==> src/rtl/pe_ws_mac.sv <==
// pe_ws_mac: weight-stationary systolic PE with double-buffered weight and saturating MAC
module pe_ws_mac #(
  parameter int DATA_W = 8,
  parameter int ACC_W  = 20,
  parameter int SIGNED = 1,
  parameter int SAT    = 1
) (
  input  logic              clk,
  input  logic              rst,
  input  logic [DATA_W-1:0] a_in,
  input  logic              a_vld_in,
  output logic [DATA_W-1:0] a_out,
  output logic              a_vld_out,
  input  logic [DATA_W-1:0] w_in,
  input  logic              w_load_in,
  output logic [DATA_W-1:0] w_out,
  output logic              w_load_out,
  input  logic              w_swap_in,
  output logic              w_swap_out,
  input  logic [ACC_W-1:0]  psum_in,
  output logic [ACC_W-1:0]  psum_out,
  output logic              psum_vld_out,
  output logic              sat_out
);
  localparam int EW = ACC_W + 1 - 2 * DATA_W;
  localparam logic [ACC_W-1:0] SMAX = {1'b0, {(ACC_W-1){1'b1}}};
  localparam logic [ACC_W-1:0] SMIN = {1'b1, {(ACC_W-1){1'b0}}};
  if (ACC_W < 2 * DATA_W) begin : g_chk
    $error("pe_ws_mac: ACC_W must be at least 2*DATA_W");
  end
  logic [DATA_W-1:0] active;
  logic signed [2*DATA_W-1:0] prod_s;
  logic [2*DATA_W-1:0] prod_u;
  logic [ACC_W:0] sum;
  logic [ACC_W-1:0] res;
  logic ovf;
  assign prod_s = $signed(a_in) * $signed(active);
  assign prod_u = a_in * active;
  // Extend product and psum one bit past ACC_W so the add never loses a carry, then clamp or wrap
  always_comb begin
    sum = ((SIGNED != 0) ? {{EW{prod_s[2*DATA_W-1]}}, prod_s} : {{EW{1'b0}}, prod_u})
        + {(SIGNED != 0) ? psum_in[ACC_W-1] : 1'b0, psum_in};
    ovf = (SAT == 0) ? 1'b0 : (SIGNED != 0) ? sum[ACC_W] ^ sum[ACC_W-1] : sum[ACC_W];
    res = !ovf ? sum[ACC_W-1:0] : (SIGNED != 0) ? (sum[ACC_W] ? SMIN : SMAX) : {ACC_W{1'b1}};
  end
  // Activation, weight chain and psum pipelines all advance in parallel; active only changes on swap
  always_ff @(posedge clk or posedge rst) begin
    if (rst) begin
      a_out        <= '0;
      a_vld_out    <= 1'b0;
      w_out        <= '0;
      active       <= '0;
      w_load_out   <= 1'b0;
      w_swap_out   <= 1'b0;
      psum_out     <= '0;
      psum_vld_out <= 1'b0;
      sat_out      <= 1'b0;
    end else begin
      a_vld_out    <= a_vld_in;
      w_load_out   <= w_load_in;
      w_swap_out   <= w_swap_in;
      psum_vld_out <= a_vld_in;
      if (a_vld_in) begin
        a_out    <= a_in;
        psum_out <= res;
        sat_out  <= ovf;
      end
      if (w_load_in) w_out <= w_in;
      if (w_swap_in) active <= w_out;
    end
  end
endmodule

==> config.mk <==
export PLATFORM = sky130hd
export DESIGN_NAME = pe_ws_mac
export DESIGN_NICKNAME = d
export VERILOG_FILES = /design/src/rtl/pe_ws_mac.sv
export SDC_FILE = /design/constraint.sdc
export NUM_CORES = 1
export LEC_CHECK = 0
export CAP_MARGIN = 20
export CORE_MARGIN = 2
export CORE_UTILIZATION = 51
export DETAILED_ROUTE_END_ITERATION = 8
export MAX_ROUTING_LAYER = met4
export PLACE_DENSITY = 0.78
export SYNTH_ARGS = -nofsm -noshare
export SYNTH_HDL_FRONTEND = slang
export SYNTH_SLANG_ARGS = --single-unit
==> constraint.sdc <==
create_clock -name clk -period 5.6 [get_ports clk]
set_clock_uncertainty 0.2 [all_clocks]
set_input_delay 0.56 -clock clk [delete_from_list [all_inputs] [get_ports clk]]
set_output_delay 0.56 -clock clk [all_outputs]
set_load 0.02 [all_outputs]
==> results of run 1 <==
==> critical path: cells and delay by family <==
kind	cells	cell delay [ns]
simple gates	3	0.49
buf+inv	5	0.58
compound gates	5	1.09
fa+ha+maj	6	2.90
==> flip-flops by register name, indices dropped and copies added (netlist names) <==
| name | count |
|---|---|
| w_swap_out | 1 |
| psum_vld_out | 1 |
| sat_out | 1 |
| w_load_out | 1 |
| w_out | 8 |
| active | 8 |
| a_out | 8 |
| psum_out | 20 |
==> cell usage after synthesis, types with 4 or more instances <==
master	n
dfrtp_1	48
o2111ai_1	4
mux2_2	25
and2_1	36
a21oi_1	17
nand2_1	48
nand4_1	16
nand3_1	12
a31oi_1	9
a21o_1	7
o31ai_1	9
ha_1	48
xnor2_1	9
nor2b_1	6
nor2_1	8
clkbuf_1	13
inv_1	87
fa_1	92
==> cell type report <==
type / instances / area (um^2)
well taps: 140 / 175
fillers: 750 / 3030
repair buffers: 185 / 1690
clock buffers: 6 / 139
multi-input cells: 393 / 4340
clock inverters: 2 / 15.0
flip-flops and latches: 48 / 1210
inverters: 87 / 329
==> repair_timing <==
action                                  4_1_cts  5_1_grt
gates cloned                                  0        1
endpoints found under the setup margin       21       21
setup buffers                                 6       16
resized for setup                            59       37
hold buffers                                  0        0
pin swaps                                    28       35
==> stage by stage <==
step	cell area, um^2	utilization, %	cells
finish	7900	72.3	861
global route	7900	72.3	861
CTS	7600	69.5	843
detailed placement	7350	67.3	829
global placement	7350	67.3	829
floorplan	5860	-	548
==> kinds of logic (layout without fill, tap and decap cells) <==
group | Yosys count | in the layout | synth area share (%)
AND/OR/NAND/NOR | 141 | 141 | 12.6
XOR/XNOR | 14 | 14 | 2.59
multiplexers | 26 | 26 | 5.03
buffers and inverters | 107 | 280 | 7.39
flip-flops | 48 | 48 | 20.7
AO/OA/AOI/OAI | 72 | 72 | 9.49
adder cells (fa/ha/maj) | 140 | 140 | 42.2
==> final timing paths <==
kind | from | endpoint | slack [ns] | cells after the start
min reg2reg | psum_out[8]$_DFFE_PP0P_ | psum_out[8]$_DFFE_PP0P_ | 0.30 | 2
max | a_in[2] | psum_out[13]$_DFFE_PP0P_ | -0.04 | 19
max in group asynchronous | rst | active[2]$_DFFE_PP0P_ | 4.32 | 3
min in group asynchronous | rst | w_out[1]$_DFFE_PP0P_ | 0.38 | 2
max reg2reg | active[0]$_DFFE_PP0P_ | psum_out[13]$_DFFE_PP0P_ | -0.03 | 19
min | psum_out[8]$_DFFE_PP0P_ | psum_out[8]$_DFFE_PP0P_ | 0.30 | 2
==> layer usage <==
metal | wire, um | vias to the layer above | GRT usage, %
met5 | 0 | - | -
met2 | 7810 | 148 | 41.8
met3 | 621 | 27 | 3.46
met1 | 5960 | 2407 | 30.2
met4 | 267 | 0 | 5.67
li1 | - | 2138 | -
==> flow_summary_export.csv, run 1 <==
group,metric,value,unit
flow_run,maxCapViolCount,0,
clock_network,clock_path_buffers,2,
route,post_drt_wl_per_cell,17.0,um
sta,min_period_over_period,101,%
placement,dpl_worst_slack,-0.826,ns
global_route,grt_max_degree,49,
final_layout,final_nets,901,
setup_path,cp.required,5.59,ns
sta,rsz0062_at_grt,"true",
global_route,antenna_found_initial,0,
sta,fin_crit,5.64,ns
yosys,yosys.area.top_type,"fa_1",
sta,setup_viol,8,
sta,fmax,177,MHz
global_route,first_global_vias,5111,
status,violations,"setup timing",
final_layout,antenna-diode-count,0,
clock_network,numCtsBuffers,5,
route,routed_wirelength,14.7,mm
final_layout,syn_to_final_growth,36.5,%
placement,dp_hpwl,11.4,mm
yosys,syn-num-nets,729,
placement,io_buffers,81,
floorplanning,die_x,111,um
clock_network,insertion_delay,0.29,ns
yosys,ys_ff_latch,48,
yosys,syn_area,5790,um^2
clock_network,cts_tree,"done",
placement,gp_congestion,0.905,
final_layout,drive_gt1_share,27.6,%
worst_hold_path,min_path_type,"reg -> reg",
clock_network,root_buffer,"clkbuf_16",
setup_path,worst_setup_path_start_kind,"input port",
global_route,grt_use_total,24.2,%
route,vias,4720,
floorplanning,ios,82,
floorplanning,rows,38,
setup_path,max_stage_delay,0.58,ns
final_layout,final_common_cell,"buf_4",
route,via_per_inst,5.48,
setup_path,cp.arrival,5.63,ns
setup_path,crit_slowest_cell,"fa_1",
sta,hold_violations,0,
setup_path,critPathCaptureType,"flip-flop",
yosys,synth_edf_count,0,
yosys,synth_area_per_cell,10.6,um^2
route,postRouteAntennaNets,0,
clock_network,clkSinkCount,48,
setup_path,crit_type,"in -> reg",
floorplanning,die_h,111,um
setup_path,crit_top_cell,"fa_1",
sta,fin_hold_ws,0.304,ns
global_route,grt_pass1_wl,23.9,mm
yosys,synthFlopType,"dfrtp_1",
yosys,synthTopCellsByArea,"fa_1, dfrtp_1, ha_1, inv_1, mux2_2",
route,drtIter0Drc,205,
sta,drv_slew,0,
final_layout,layout_common_cells,"buf_4, fa_1, inv_1, clkdlybuf4s50_1, nand2_1",
floorplanning,dieArea,12200,um^2
yosys,synth-seq-area-share,20.7,%
sta,fin_tns_setup,-0.121,ns
status,status,"complete, but fails checks",
setup_path,path_cells,"buf_4 > nand2_1 > fa_1 > fa_1 > inv_1 > fa_1 > fa_1 > fa_1 > ha_4 > and2_4 > a221o_1 > o21a_1 > or2_4 > buf_6 > a41oi_4 > buf_6 > buf_6 > a21oi_4 > o31ai_1",
setup_path,cp_max_fo,8,
global_route,overflow,0,
route,drc,0,
yosys,ys_warn_count,0,
route,firstDrtPassIters,5,
clock_network,h-tree-depth,2,
clock_network,clk_pin_slew,0.06,ns
yosys,async_reset_ff_share,100,%
yosys,syn_inst,548,
floorplanning,initial_utilization,53.0,%
sta,tightest_slew,0.908,ns
sta,setup_ws,-0.0368,ns
floorplanning,core_area,10900,um^2
yosys,synth_top_area_share,31.8,%
yosys,synth_cell_type_count,52,
sta,slew_headroom,39.4,%
Power of run 1 is not shown: default switching activity piles up to over one toggle a cycle in this logic, so the estimate is an artifact.
==> inputs of run 2 (changes only) <==
CORE_UTILIZATION = 45   (was 51)
PLACE_DENSITY = 0.7   (was 0.78)
==> run 2 against run 1 <==
  * The run still ends with setup timing left
  * Via count shrank 4.1%
  * Global-route usage decreased by 3.3 points
  * Sequential cell count is the same
  * Design area decreased by 1.2%
  * Register-to-register slack improved by 0.02 ns
  * Critical path type unchanged
  * First-iteration DRC count fell by 11%
  * Highest routed layer unchanged
==> flow_summary_export.csv, run 2 (synthesis results as in run 1) <==
group,metric,value,unit
sta,fin_crit,5.61,ns
final_layout,layout_common_cells,"fa_1, buf_4, inv_1, clkdlybuf4s50_1",
route,routed_wirelength,13.5,mm
route,via_per_inst,5.13,
placement,io_buffers,81,
global_route,grt_max_degree,49,
sta,fin_tns_setup,-0.0262,ns
clock_network,cts_tree,"done",
route,postRouteAntennaNets,0,
setup_path,cp.required,5.54,ns
clock_network,clk_pin_slew,0.07,ns
floorplanning,ios,82,
route,firstDrtPassIters,8,
sta,hold_violations,0,
route,drtIter0Drc,182,
final_layout,syn_to_final_growth,34.9,%
setup_path,r2r_cells,15,
clock_network,insertion_delay,0.29,ns
setup_path,cp.arrival,5.55,ns
sta,setup_ws,-0.0110,ns
global_route,antenna_found_initial,0,
flow_run,maxCapViolCount,0,
sta,rsz0062_at_grt,"true",
placement,placed_area,7440,um^2
floorplanning,rows,41,
final_layout,regMostFlops,"psum_out",
clock_network,numCtsBuffers,5,
route,drc,0,
clock_network,postCtsHoldBufs,0,
final_layout,drive_gt1_share,26.3,%
setup_path,critPathCaptureType,"flip-flop",
final_layout,antenna-diode-count,0,
floorplanning,dieArea,13800,um^2
final_layout,final_common_cell,"fa_1",
worst_hold_path,min_path_type,"reg -> reg",
setup_path,cp_max_fo,7,
final_layout,final_nets,891,
final_layout,largest_reg_flops,20,
route,post_drt_wl_per_cell,15.3,um
clock_network,root_buffer,"clkbuf_16",
sta,min_period_over_period,100,%
sta,drv_slew,0,
sta,fmax,178,MHz
floorplanning,initial_utilization,46.1,%
status,violations,"setup timing",
setup_path,worst_setup_path_start_kind,"input port",
global_route,first_global_vias,4821,
sta,setup_viol,4,
clock_network,clkSinkCount,48,
status,status,"complete, but fails checks",
sta,tightest_slew,0.880,ns
global_route,grt_pass1_wl,23.2,mm
worst_hold_path,min_path_cells,2,
placement,gp_congestion,0.935,
sta,slew_headroom,41.2,%
sta,fin_hold_ws,0.295,ns
global_route,grt_use_total,20.8,%
clock_network,h-tree-depth,2,
clock_network,clock_path_buffers,2,
final_layout,final_area,7810,um^2
global_route,overflow,0,
floorplanning,die_h,117,um
floorplanning,die_x,117,um
placement,dp_hpwl,11.2,mm
floorplanning,core_area,12600,um^2
setup_path,crit_type,"in -> reg",
route,vias,4526,
## run 2: changes by cell type in the layout (fill, tap and decap cells not counted), sizes merged
cell           previous run  this run
inv                      87        89
buf                     112        99
clkbuf                    6         7
clkdlybuf4s15             0         1
clkinvlp                  2         1
## run 2: path summary, 6_finish.rpt
check	start	end	slack [ns]
setup / recovery	psum_in[8]	psum_out[14]$_DFFE_PP0P_	-0.01
min in group asynchronous	rst	w_out[2]$_DFFE_PP0P_	0.37
hold / removal	psum_out[0]$_DFFE_PP0P_	psum_out[0]$_DFFE_PP0P_	0.30
setup reg to reg	active[2]$_DFFE_PP0P_	psum_out[14]$_DFFE_PP0P_	-0.01
max in group asynchronous	rst	active[2]$_DFFE_PP0P_	4.33
hold reg to reg	psum_out[0]$_DFFE_PP0P_	psum_out[0]$_DFFE_PP0P_	0.30
## run 2: final cells by class
| cell class | count | area (um^2) |
|---|---|---|
| multi-input combinational | 393 | 4350 |
| fill | 1027 | 4760 |
| tap | 172 | 215 |
| sequential | 48 | 1210 |
| clock buffer | 5 | 125 |
| timing repair buffer | 175 | 1560 |
| inverter | 87 | 327 |
| clock inverter | 3 | 25.0 |
## run 2: repair_timing
| action | CTS | global route |
|---|---|---|
| setup buffers | 2 | 6 |
| resized for setup | 45 | 36 |
| pin swaps | 16 | 26 |
| endpoints found under the setup margin | 21 | 21 |
| cloned | 0 | 1 |
## run 2: routing by layer
layer,GRT usage [%],vias up,part of all wire (%)
li1,-,2125,-
met1,27.6,2274,44
met2,34.9,110,51
met3,2.72,17,3.3
met4,3.84,0,1.4
met5,-,-,0
## run 2: critical path, cell delays in order
cell and delay, ns:
clkdlybuf4s50_1 0.47, fa_1 0.59, fa_1 0.45, fa_1 0.52, fa_1 0.50, ha_1 0.31
ha_1 0.33, and2_4 0.17, a221o_1 0.33, o21a_1 0.20, or2_4 0.25, o31a_1 0.41
a21oi_4 0.34, o31ai_2 0.11
## run 2: metrics by stage
step,utilization (%),worst slack (ns),cells
finish,62.1,-0.0110,883
global route,62.1,-0.183,883
CTS,61.0,-0.0169,875
detailed placement,59.2,-0.736,865
global placement,59.2,-0.644,865
floorplan,-,-0.0354,548
Power of run 2 is left out for the same reason.
